--- src/rtl/ctrl_pkg.sv ---
// Shared types and constants for the control sequencer.
// Optional feature macro: CTRL_MEM_WAIT_EN (T1 stalls on memory_done).
package ctrl_pkg;

  typedef enum logic [3:0] {
    RST,
    T0,
    T1,
    T2,
    LDI_T3,
    LDI_T4,
    LDI_T5,
    BR_T3,
    BR_T4,
    BR_T5,
    BR_T6,
    HALT
  } state_e;

  localparam logic [4:0] OP_LDI  = 5'b00001;
  localparam logic [4:0] OP_BR   = 5'b10011;
  localparam logic [4:0] OP_HALT = 5'b11011;
  localparam logic [4:0] ALU_ADD = 5'b00011;
  localparam logic [4:0] ALU_NOP = 5'b00000;

  localparam int IR_OP_HI = 31;
  localparam int IR_OP_LO = 27;
  localparam int IR_RA_HI = 26;
  localparam int IR_RA_LO = 23;
  localparam int IR_C2_HI = 22;
  localparam int IR_C2_LO = 19;

  typedef struct packed {
    logic pc_out;
    logic inc_pc;
    logic mar_in;
    logic z_in;
    logic zlo_out;
    logic pc_in;
    logic mdr_in;
    logic mdr_out;
    logic ir_in;
    logic mem_read;
    logic mem_en;
    logic gra;
    logic grb;
    logic r_in;
    logic r_out;
    logic ba_out;
    logic y_in;
    logic c_out;
    logic con_in;
  } strobes_t;

  function automatic logic [4:0] ir_opcode(input logic [31:0] ir);
    return ir[IR_OP_HI:IR_OP_LO];
  endfunction

endpackage

--- src/rtl/ctrl_decode.sv ---
// Combinational state-to-strobe decode.
// Only PCin in BR_T6 looks past the state (at con_ff_bit).
module ctrl_decode
  import ctrl_pkg::*;
(
  input  state_e     state,
  input  logic       con_ff_bit,
  output strobes_t   strb,
  output logic [4:0] alu_opcode
);

  // one strobe set per state, everything else low
  always_comb begin
    strb       = '0;
    alu_opcode = ALU_NOP;
    unique case (state)
      T0: begin
        strb.pc_out = 1'b1;
        strb.inc_pc = 1'b1;
        strb.mar_in = 1'b1;
        strb.z_in   = 1'b1;
      end
      T1: begin
        strb.zlo_out  = 1'b1;
        strb.pc_in    = 1'b1;
        strb.mdr_in   = 1'b1;
        strb.mem_read = 1'b1;
        strb.mem_en   = 1'b1;
      end
      T2: begin
        strb.mdr_out = 1'b1;
        strb.ir_in   = 1'b1;
      end
      LDI_T3: begin
        strb.grb    = 1'b1;
        strb.ba_out = 1'b1;
        strb.y_in   = 1'b1;
      end
      LDI_T4: begin
        strb.c_out = 1'b1;
        strb.z_in  = 1'b1;
        alu_opcode = ALU_ADD;
      end
      LDI_T5: begin
        strb.zlo_out = 1'b1;
        strb.gra     = 1'b1;
        strb.r_in    = 1'b1;
      end
      BR_T3: begin
        strb.gra    = 1'b1;
        strb.r_out  = 1'b1;
        strb.con_in = 1'b1;
      end
      BR_T4: begin
        strb.pc_out = 1'b1;
        strb.y_in   = 1'b1;
      end
      BR_T5: begin
        strb.c_out = 1'b1;
        strb.z_in  = 1'b1;
        alu_opcode = ALU_ADD;
      end
      BR_T6: begin
        strb.zlo_out = 1'b1;
        strb.pc_in   = con_ff_bit;
      end
      default: ;
    endcase
  end

endmodule

--- src/rtl/control_sequencer.sv ---
// Hardwired control unit: fetch, ldi, branch, halt sequencing.
// Define CTRL_MEM_WAIT_EN to stall T1 until memory_done.
module control_sequencer
  import ctrl_pkg::*;
(
  input  logic        Clock,
  input  logic        clear,
  input  logic [31:0] ir,
  input  logic        con_ff_bit,
  input  logic        memory_done,
  output logic        PCout,
  output logic        IncPC,
  output logic        MARin,
  output logic        Zin,
  output logic        Zlo_out,
  output logic        PCin,
  output logic        MDRin,
  output logic        MDRout,
  output logic        IRin,
  output logic        Mem_Read,
  output logic        Mem_enable512x32,
  output logic        Gra,
  output logic        Grb,
  output logic        Rin,
  output logic        Rout,
  output logic        BAout,
  output logic        Yin,
  output logic        Cout,
  output logic        CONin,
  output logic [4:0]  alu_opcode,
  output logic        run,
  output logic        illegal,
  output logic [15:0] instr_count
);

  state_e      state_q, state_d;
  logic [15:0] count_q, count_d;
  logic        illegal_q, illegal_d;
  logic [4:0]  opcode;
  strobes_t    strb;

  // ra and C2 are consumed by the datapath, not by sequencing
  logic unused_ir;
  assign unused_ir = ^ir[IR_RA_HI:0];

`ifndef CTRL_MEM_WAIT_EN
  logic unused_mem_done;
  assign unused_mem_done = memory_done;
`endif

  assign opcode = ir_opcode(ir);

  // next state, retire counting and illegal detection
  always_comb begin
    state_d   = state_q;
    count_d   = count_q;
    illegal_d = 1'b0;
    unique case (state_q)
      RST: state_d = T0;
      T0:  state_d = T1;
`ifdef CTRL_MEM_WAIT_EN
      T1:  if (memory_done) state_d = T2;
`else
      T1:  state_d = T2;
`endif
      T2: begin
        if (opcode == OP_LDI) begin
          state_d = LDI_T3;
        end else if (opcode == OP_BR) begin
          state_d = BR_T3;
        end else if (opcode == OP_HALT) begin
          state_d = HALT;
        end else begin
          state_d   = T0;
          illegal_d = 1'b1;
          count_d   = count_q + 16'd1;
        end
      end
      LDI_T3: state_d = LDI_T4;
      LDI_T4: state_d = LDI_T5;
      LDI_T5: begin
        state_d = T0;
        count_d = count_q + 16'd1;
      end
      BR_T3: state_d = BR_T4;
      BR_T4: state_d = BR_T5;
      BR_T5: state_d = BR_T6;
      BR_T6: begin
        state_d = T0;
        count_d = count_q + 16'd1;
      end
      HALT:    state_d = HALT;
      default: state_d = RST;
    endcase
  end

  // state, counter and illegal pulse registers; clear wins
  always_ff @(posedge Clock) begin
    if (clear) begin
      state_q   <= RST;
      count_q   <= '0;
      illegal_q <= 1'b0;
    end else begin
      state_q   <= state_d;
      count_q   <= count_d;
      illegal_q <= illegal_d;
    end
  end

  ctrl_decode u_decode (
    .state      (state_q),
    .con_ff_bit (con_ff_bit),
    .strb       (strb),
    .alu_opcode (alu_opcode)
  );

  assign PCout            = strb.pc_out;
  assign IncPC            = strb.inc_pc;
  assign MARin            = strb.mar_in;
  assign Zin              = strb.z_in;
  assign Zlo_out          = strb.zlo_out;
  assign PCin             = strb.pc_in;
  assign MDRin            = strb.mdr_in;
  assign MDRout           = strb.mdr_out;
  assign IRin             = strb.ir_in;
  assign Mem_Read         = strb.mem_read;
  assign Mem_enable512x32 = strb.mem_en;
  assign Gra              = strb.gra;
  assign Grb              = strb.grb;
  assign Rin              = strb.r_in;
  assign Rout             = strb.r_out;
  assign BAout            = strb.ba_out;
  assign Yin              = strb.y_in;
  assign Cout             = strb.c_out;
  assign CONin            = strb.con_in;

  assign run         = (state_q != HALT);
  assign illegal     = illegal_q;
  assign instr_count = count_q;

endmodule

--- config.mk ---
export PLATFORM = sky130hd
export DESIGN_NAME = control_sequencer
export DESIGN_NICKNAME = d
export VERILOG_FILES = /design/src/rtl/ctrl_pkg.sv /design/src/rtl/ctrl_decode.sv /design/src/rtl/control_sequencer.sv
export SDC_FILE = /design/constraint.sdc
export NUM_CORES = 1
export LEC_CHECK = 0
export CAP_MARGIN = 20
export CORE_AREA = 2 2 65 67
export DETAILED_ROUTE_END_ITERATION = 8
export DIE_AREA = 0 0 67 69
export PLACE_DENSITY = 0.85
export REMOVE_ABC_BUFFERS = 1
export SKIP_LAST_GASP = 1
export SYNTH_ARGS = -nofsm -noshare
export SYNTH_HDL_FRONTEND = slang
export SYNTH_HIERARCHICAL = 1
export SYNTH_SLANG_ARGS = --single-unit
--- constraint.sdc ---
create_clock -name Clock -period 1.99 [get_ports Clock]
set_input_delay 0.398 -clock Clock [delete_from_list [all_inputs] [get_ports Clock]]
set_output_delay 0.398 -clock Clock [all_outputs]
set_load 0.005 [all_outputs]
==> results.cfg, run 1 <==
[die]
start_util = 0.3843
design.core.area_um2 = 3914
rows = 23
fp.dieW_um = 67
die_area_um2 = 4623
io_pins = 78
die_h_um = 69

[drt]
vias = 1479
routed_wl_um = 3453
wire_per_inst_um = 12.16
postRouteAntennaNets = 0
drt-vias-per-instance = 5.208
first_pass_iters = 4
route.detailed.drc = 0
drt_iter0_markers = 28

[run_status]
violations = negative setup slack
outcome = complete, but fails checks

[cells_and_area]
fill_cells = 377
antenna_cells = 0
post-route-util = 0.5758
final_cell_mix = 27 x clkdlybuf4s50_1, 20 x buf_4, 19 x nor2_1, 17 x dfxtp_1
area_growth_pct = 49.83
fin_area_um2 = 2253
nNetsFinal = 272
drive_gt1_frac = 0.2607
final_common_cell = clkdlybuf4s50_1

[power_and_ir_drop]
p_leak_nw = 1.076
powerDensity_nw_per_um2 = 405.0
swShare = 0.2651
internal-power_mw = 0.6707
netSwitchingPower_mw = 0.2420
peakVddDrop_mv = 0.2677
clkPwrFrac = 0.320
pwr-share-comb = 0.207
pwr-share-seq = 0.473

[timing]
fin_skew_ns = 0.001083
rsz0062_at_grt = true
period_needed_ns = 2.004
max_freq_mhz = 499.1
hold_ws_ns = 0.5435
setup_slack_ns = -0.01356
fin_crit_sh = 1.007
slew_viol_final = 0
hold_viol_final = 0
setup_viol = 1

[setup_path]
rr_startpoint = state_q[0]
criticalPathCategory = flip-flop to primary output
critPathMaxFanout = 9
required_ns = 1.59
startpoint = state_q[2]
rr_worst_depth = 6
regToRegSetupSlack_ns = 0.17
reg2reg_to = instr_count[10]
start_kind = flip-flop
critical_path_arrival_ns = 1.61
crit_end = Cout
cp-end-kind = primary output

[global_routing]
grt_pass1_wl_um = 5664
grt_max_degree = 35
first_global_vias = 1347
gr-total-overflow = 0
grt_use_total = 0.1503
antenna_found_initial = 0

[place]
io_buffers = 46
dp_hpwl_um = 2483
place_ws_ns = -0.2966
place.gp.congestion = 0.7689
place_area_um2 = 2121

[cts]
cts_tree = built
clock-root-buffer = clkbuf_8
htreeDepth = 1
cts_sinks = 21
cts_made_buffers = 3
clk_latency_ns = 0.26
clock_path_buffers = 2
clkSlewWorstSetupHoldPaths_ns = 0.08

[synth]
synth_cell_type_count = 46
ys_ff_latch = 21
synth_area_um2 = 1504
synth_ff_type = dfxtp_1
synth-warning-count = 6
synthArstFlopShare = 0
synth_seq_area_share = 0.2795
synth_area_per_cell_um2 = 8.545
synth_edf_count = 0
syn_inst = 176

[job]
cap_violations = 0

[min_path]
hold_path_class = flip-flop to flip-flop
worstHoldPathCells = 1
[worst min-delay path by stage]
| stage | startpoint | end | slack [ns] |
|---|---|---|---|
| CTS | state_q[2] | state_q[3] | 0.54 |
| global route | state_q[2] | state_q[3] | 0.55 |
| finish | state_q[2] | state_q[3] | 0.54 |
| global placement | instr_count[15] | instr_count[15] | 0.54 |
| detailed placement | instr_count[5] | instr_count[5] | 0.57 |
| floorplan | clear | instr_count[1] | 0.47 |
[cells by family (layout without fill, tap and decap cells)]
family                   after synthesis  count (layout)  synth area share
multiplexers                          13              13           0.09734
flip-flops                            21              21            0.2795
AO/OA/AOI/OAI                         33              33            0.1681
buffers and inverters                 23              79            0.1007
adder cells (fa/ha/maj)                1               1          0.008318
other                                  1               3          0.002493
AND/OR/NAND/NOR                       80              80            0.3203
XOR/XNOR                               4               4           0.02330
[registers in the layout, summed over array words and instances (netlist names)]
| register | cells |
|---|---|
| illegal | 1 |
| instr_count | 16 |
| state_q | 4 |
[worst max-delay path, stage by stage, from the launching register on]
cell             delay, ns
dfxtp_2               0.36
buf_12                0.15
xnor2_1               0.16
nor2_2                0.16
clkdlybuf4s50_1       0.52
[layout make-up]
type                       count  area (um^2)  share of cell area
clock buffer                   3        41.29             0.01832
clock inverter                 1        5.005            0.002221
inverter                       4        15.01            0.006663
multi-input combinational    134        963.4              0.4275
sequential                    21        427.9              0.1899
tap                           50        62.56             0.02776
timing repair buffer          71        738.2              0.3276
[routing by layer]
layer	global-route usage	part of all wire	routed length (um)
met4	0.05896	0.017	57
met2	0.2596	0.47	1639
met1	0.1818	0.45	1558
met5	0	0	0
met3	0.02284	0.057	198
[power groups by stage]
stage / Combinational, mW / Sequential, mW / Clock (mW)
floorplan: 0.0617 / 0.451 / 0
global placement: 0.178 / 0.442 / 0
detailed placement: 0.182 / 0.443 / 0
CTS: 0.189 / 0.432 / 0.295
finish: 0.189 / 0.432 / 0.292
global route: 0.210 / 0.433 / 0.314
[timing repair]
action / in CTS / in global routing
setup endpoints to repair: 20 / 23
hold buffers: 0 / 0
pin swaps: 5 / 3
setup buffers: 2 / 0
gates resized for setup: 13 / 18
[cells in the mapped netlist, types with 2 or more instances]
library cell,number,share of area
nor2b_1,15,0.062
nand4_1,3,0.012
xnor2_1,3,0.017
and2_1,2,0.0083
a32oi_1,2,0.012
inv_1,4,0.010
mux2_2,8,0.060
dfxtp_1,21,0.28
a21o_1,2,0.010
o21ai_0,2,0.0067
clkbuf_1,3,0.0075
nor3_1,5,0.017
nor2_1,21,0.052
mux2_1,5,0.037
buf_4,13,0.065
nand2_1,7,0.017
nand3_1,7,0.023
a211oi_1,7,0.035
a2111oi_2,2,0.020
nor3_2,6,0.040
nand2b_1,3,0.012
buf_6,2,0.015
a21oi_1,10,0.033
[per-stage QoR]
step / power (mW) / std cells / TNS (ns)
after floorplan: 0.5129 / 159 / 0
after global placement: 0.6200 / 278 / -3.291
after detailed placement: 0.6246 / 278 / -3.435
after CTS: 0.9160 / 284 / -0.09323
after global routing: 0.9566 / 284 / -0.08722
final: 0.9127 / 284 / -0.01356
Power figures use the tool's default switching activity.
==> run 2, diff against run 1 <==
--- a/config.mk
+++ b/config.mk
@@ -7,9 +7,10 @@
 export LEC_CHECK = 0
 export CAP_MARGIN = 20
 export CORE_AREA = 2 2 65 67
+export CTS_CLUSTER_SIZE = 16
 export DETAILED_ROUTE_END_ITERATION = 8
 export DIE_AREA = 0 0 67 69
-export PLACE_DENSITY = 0.85
+export PLACE_DENSITY_LB_ADDON = 0.08
 export REMOVE_ABC_BUFFERS = 1
 export SKIP_LAST_GASP = 1
 export SYNTH_ARGS = -nofsm -noshare
==> results.cfg, run 2 (same netlist as run 1, synthesis figures left out) <==
[setup_path]
critical_path_arrival_ns = 1.59
criticalPathCategory = flip-flop to primary output
required_ns = 1.59
critPathMaxFanout = 8
start_kind = flip-flop
startpoint = state_q[2]
cp_num_buf_inv = 2
path_delay_family = buffers and inverters
slowest_stage = clkdlybuf4s50_1
cp-end-kind = primary output
slowest_delay_ns = 0.51
crit_chain = buf_4 > xnor2_1 > nor2_2 > clkdlybuf4s50_1
rr_startpoint = state_q[0]

[place]
place_area_um2 = 2106
io_buffers = 46
dp_hpwl_um = 2867
place_ws_ns = -0.3522
place.gp.congestion = 0.7788

[drt]
first_pass_iters = 4
routed_wl_um = 4013
vias = 1465
route.detailed.drc = 0
wire_per_inst_um = 13.74
drt_iter0_markers = 79
drt-vias-per-instance = 5.017
postRouteAntennaNets = 0

[power_and_ir_drop]
powerDensity_nw_per_um2 = 396.7
pwr-share-seq = 0.474
p_leak_nw = 1.055
finalPower_mw = 0.9128
pwr-share-comb = 0.219
peakVddDrop_mv = 0.3112
swShare = 0.2601
clkPwrFrac = 0.307
internal-power_mw = 0.6754
netSwitchingPower_mw = 0.2374

[timing]
fin_skew_ns = 0.001546
setup_viol = 0
period_needed_ns = 1.990
fin_crit_sh = 0.9998
max_freq_mhz = 502.6
rsz0062_at_grt = true
hold_viol_final = 0
slew_viol_final = 0
setup_slack_ns = 0.0003719
tns_ns = 0

[cts]
clk_latency_ns = 0.26
htreeDepth = 1
cts_tree = built
clock_path_buffers = 2
cts_sinks = 21
clock-root-buffer = clkbuf_8
hold_buffers = 0
clkSlewWorstSetupHoldPaths_ns = 0.07
cts_made_buffers = 3

[cells_and_area]
drive_gt1_frac = 0.2893
fill_cells = 376
final_cell_mix = 26 x buf_4, 20 x clkdlybuf4s50_1, 19 x nor2_1, 18 x dlygate4sd2_1, 17 x dfxtp_1
largest_register_ffs = 16
area_growth_pct = 53.00
nNetsFinal = 280
antenna_cells = 0
final_common_cell = buf_4
fin_area_um2 = 2301

[job]
cap_violations = 0

[die]
start_util = 0.3843
die_area_um2 = 4623
rows = 23
io_pins = 78
fp.dieW_um = 67
die_h_um = 69
design.core.area_um2 = 3914

[global_routing]
grt_pass1_wl_um = 6748
antenna_found_initial = 0
gr-total-overflow = 0
grt_use_total = 0.1818
grt_max_degree = 35
first_global_vias = 1484

[min_path]
min_from = state_q[3]
hold_path_class = flip-flop to flip-flop

[run_status]
outcome = finished clean
run 2: cell count changes in the layout (fill, tap and decap cells not counted), moves of 3 or more:
cell and change:
dlygate4sd2_1 +14, buf_6 +4, buf_12 -3, dlymetal6s2s_1 -7, clkdlybuf4s50_1 -7, buf_4 +6
run 2: metal layers:
layer / up-vias / part of all wire / track usage
met1: 684 / 0.43 / 0.2361
met3: 9 / 0.033 / 0.02284
li1: 746 / - / -
met2: 26 / 0.52 / 0.3058
met4: 0 / 0.020 / 0.05896
met5: - / 0 / 0
run 2: area by class of cell:
type	instances	area (um^2)	share of cell area
sequential	21	432.9	0.1881
multi-input combinational	134	1007	0.4377
timing repair buffer	79	738.2	0.3208
clock buffer	4	45.04	0.01958
tap	50	62.56	0.02719
inverter	4	15.01	0.006525
run 2: what timing repair did:
action / 4_1_cts / 5_1_grt
setup buffers: 7 / 0
endpoints found under the setup margin: 30 / 12
pin swaps: 4 / 2
resized for setup: 35 / 16
run 2: path summary, 6_finish.rpt:
check / to / slack [ns] / depth (start not counted)
setup / recovery: alu_opcode[0] / 0.0004 / 4
hold / removal: state_q[3] / 0.52 / 1
setup reg to reg: instr_count[11] / 0.13 / 7
hold reg to reg: state_q[3] / 0.52 / 1
run 2: power groups by stage:
stage / clock network, mW / registers [mW] / logic, mW
2_1_floorplan: 0 / 0.451 / 0.0617
4_1_cts: 0.293 / 0.434 / 0.199
3_5_place_dp: 0 / 0.443 / 0.187
3_3_place_gp: 0 / 0.442 / 0.182
5_1_grt: 0.310 / 0.434 / 0.221
6_report: 0.280 / 0.433 / 0.200
run 2: metrics by stage:
| step | hold WS (ns) | util | instances |
|---|---|---|---|
| 2_1_floorplan | 0.4671 | - | 159 |
| 3_3_place_gp | 0.5453 | 0.5380 | 281 |
| 3_5_place_dp | 0.5610 | 0.5380 | 281 |
| 4_1_cts | 0.5478 | 0.5735 | 292 |
| 5_1_grt | 0.5397 | 0.5879 | 292 |
| 6_report | 0.5205 | 0.5879 | 292 |
==> RTL change: new RTL, settings of run 1 <==
Encoding of `state_e`: now Gray code (4 bits for 12 states).
--- a/src/rtl/ctrl_pkg.sv
+++ b/src/rtl/ctrl_pkg.sv
@@ -5,14 +5,14 @@
   typedef enum logic [3:0] {
-    RST,
-    T0,
-    T1,
-    T2,
-    LDI_T3,
-    LDI_T4,
-    LDI_T5,
-    BR_T3,
-    BR_T4,
-    BR_T5,
-    BR_T6,
-    HALT
+    RST    = 4'b0000,
+    T0     = 4'b0001,
+    T1     = 4'b0011,
+    T2     = 4'b0010,
+    LDI_T3 = 4'b0110,
+    LDI_T4 = 4'b0111,
+    LDI_T5 = 4'b0101,
+    BR_T3  = 4'b0100,
+    BR_T4  = 4'b1100,
+    BR_T5  = 4'b1101,
+    BR_T6  = 4'b1111,
+    HALT   = 4'b1110
   } state_e;
Formal check against the unedited RTL: no difference found for any inputs over 10 cycles, from zero or initial values; not proved beyond that.
==> RTL change against run 1 <==
The run still ends with setup timing left; design area decreased by 9.7%; die area is the same; synthesized area decreased by 6.6%; maximum frequency shrank 1.2%; sequential cell count unchanged; routed wire length down 5.2%; setup slack got worse by 0.024 ns; core utilization down 5.6 points; critical path depth grew 3; power down 5.4%; non-clock buffer count decreased by 9; largest power group unchanged.
==> RTL change: results (changes against run 1) <==
[place]
placed_cells=266  ; was 278
portBuffers=46  ; unchanged
dp.final_hpwl_um=2400  ; was 2480 µm
placed_area_mm2=0.00190  ; was 0.00212 mm²
place.gp.congestion=0.735  ; was 0.769

[detailed_routing]
dr.pass1.iters=4  ; unchanged
drt_wl_total_um=3270  ; was 3450 µm
via_count=1356  ; was 1,479
via_per_inst=5.00  ; was 5.21
drtIter0Drc=31  ; was 28

[cts]
cts-resized-gates=26  ; was 13
postCtsSetupBuffers=0  ; was 2
clk_pin_slew_worst_paths_ns=0.07
htreeDepth=1  ; unchanged
numCtsBuffers=3  ; unchanged
clock-root-buffer=clkbuf_8  ; unchanged
insertion_delay_ns=0.26  ; about the same

[worst_setup_path]
arrival_ns=2.22  ; was 1.61 ns
rr_endpoint=instr_count[15]  ; was instr_count[10]
cp_slowest_cell=or4b_1  ; was clkdlybuf4s50_1
r2r-start=state_q[2]  ; was state_q[0]
slowest_delay_ns=0.65  ; was 0.52 ns
critical_path.max_fanout=5  ; was 9
crit_family=simple AND/OR/NAND/NOR gates  ; was buffers and inverters
ff2ff_path_depth=7  ; was 6

[synthesis]
ys_async_sr_fraction_pct=0  ; unchanged
synth.area.top_cells=dfxtp_1 (30%), buf_4 (6.4%), nor2_1 (5.3%)  ; was dfxtp_1 (28%), buf_4 (6.5%), nor2b_1 (6.2%)
syn_area_per_cell_um2=8.03  ; was 8.55 µm²
ys_seq_area_share_pct=29.9  ; was 28.0%
yosysWarnings=6  ; unchanged
yosysUniqueCellTypes=45  ; was 46
synth_commonest_cells=dfxtp_1 (21), nor2_1 (20), a21oi_1 (12), buf_4 (12), nand3_1 (11)  ; was dfxtp_1 (21), nor2_1 (21), nor2b_1 (15)

[status]
violations=setup timing  ; unchanged
status=finished with violations  ; unchanged

[sta]
clock_skew_ns=0.00140  ; was 0.00108 ns
setup_viol=3  ; was 1
setup_slack_ns=-0.0378  ; was -0.0136 ns
setup_tns_ns=-0.0862  ; was -0.0136 ns

[worst_hold_path]
min_from=instr_count[6]  ; was state_q[2]
holdPathEnd=instr_count[6]  ; was state_q[3]
holdPathStages=2  ; was 1
worst_hold_path_type=reg2reg  ; unchanged

[power_and_ir_drop]
ir_worst_vdd_v=0.000344  ; was 0.000268 V
p_leak_nw=0.854  ; was 1.08 nW

[global_route]
grt_usage_pct=13.7  ; was 15.0%
grt_pass1_wl_um=5200  ; was 5660 µm
grt_max_degree=22  ; was 35
antenna_found_initial=0  ; unchanged
grt_pass1_vias=1162  ; was 1,347

[layout]
layout.nets=259  ; was 272
largest_reg_flops=16  ; unchanged
antenna_cells=0  ; unchanged
layout-drive-gt1-share_pct=17.2  ; was 26.1%

[RTL change: worst max path at each step]
stage / startpoint / end / slack, ns / cells past startpoint
final: state_q[2] / instr_count[15] / -0.04 / 7
after CTS: state_q[2] / Mem_Read / -0.07 / 4
after detailed placement: ir[30] / instr_count[14] / -0.23 / 6
after floorplan: state_q[1] / instr_count[14] / -0.20 / 5
after global placement: ir[31] / instr_count[4] / -0.19 / 6
after global routing: state_q[2] / instr_count[9] / -0.1 / 5
[RTL change: cell type report]
class | instances | area, µm²
fill | 358 | 1880
multi-input combinational | 131 | 888
timing repair buffer | 62 | 604
sequential | 21 | 423
tap | 50 | 62.6
clock buffer | 4 | 45.0
inverter | 3 | 11.3
[RTL change: logic make-up after synthesis]
family                   after synthesis  share of synthesized area [%]
AO/OA/AOI/OAI                         31                           13.6
other                                  1                          0.267
multiplexers                           1                          0.712
buffers and inverters                 25                           11.7
adder cells (fa/ha/maj)                1                          0.890
AND/OR/NAND/NOR                       83                           35.4
XOR/XNOR                              12                           7.48
flip-flops                            21                           29.9
[RTL change: routing by layer]
metal	global-route usage (%)	wire, µm	vias up
met3	3.59	103	3
li1	-	-	707
met5	0	0	-
met2	22.4	1670	24
met4	2.04	14	0
met1	18.2	1490	622
[RTL change: through the flow]
stage / hold slack (ns) / worst slack (ns) / power, mW
2_1_floorplan: 0.467 / -0.200 / 0.504
3_3_place_gp: 0.500 / -0.191 / 0.590
4_1_cts: 0.525 / -0.0681 / 0.863
6_report: 0.524 / -0.0378 / 0.863
3_5_place_dp: 0.513 / -0.225 / 0.592
5_1_grt: 0.557 / -0.0988 / 0.900
[RTL change: report_power, final]
part	switching (mW)	internal (mW)
sequential	0.00489	0.427
clock	0.132	0.143
combinational	0.0733	0.0837
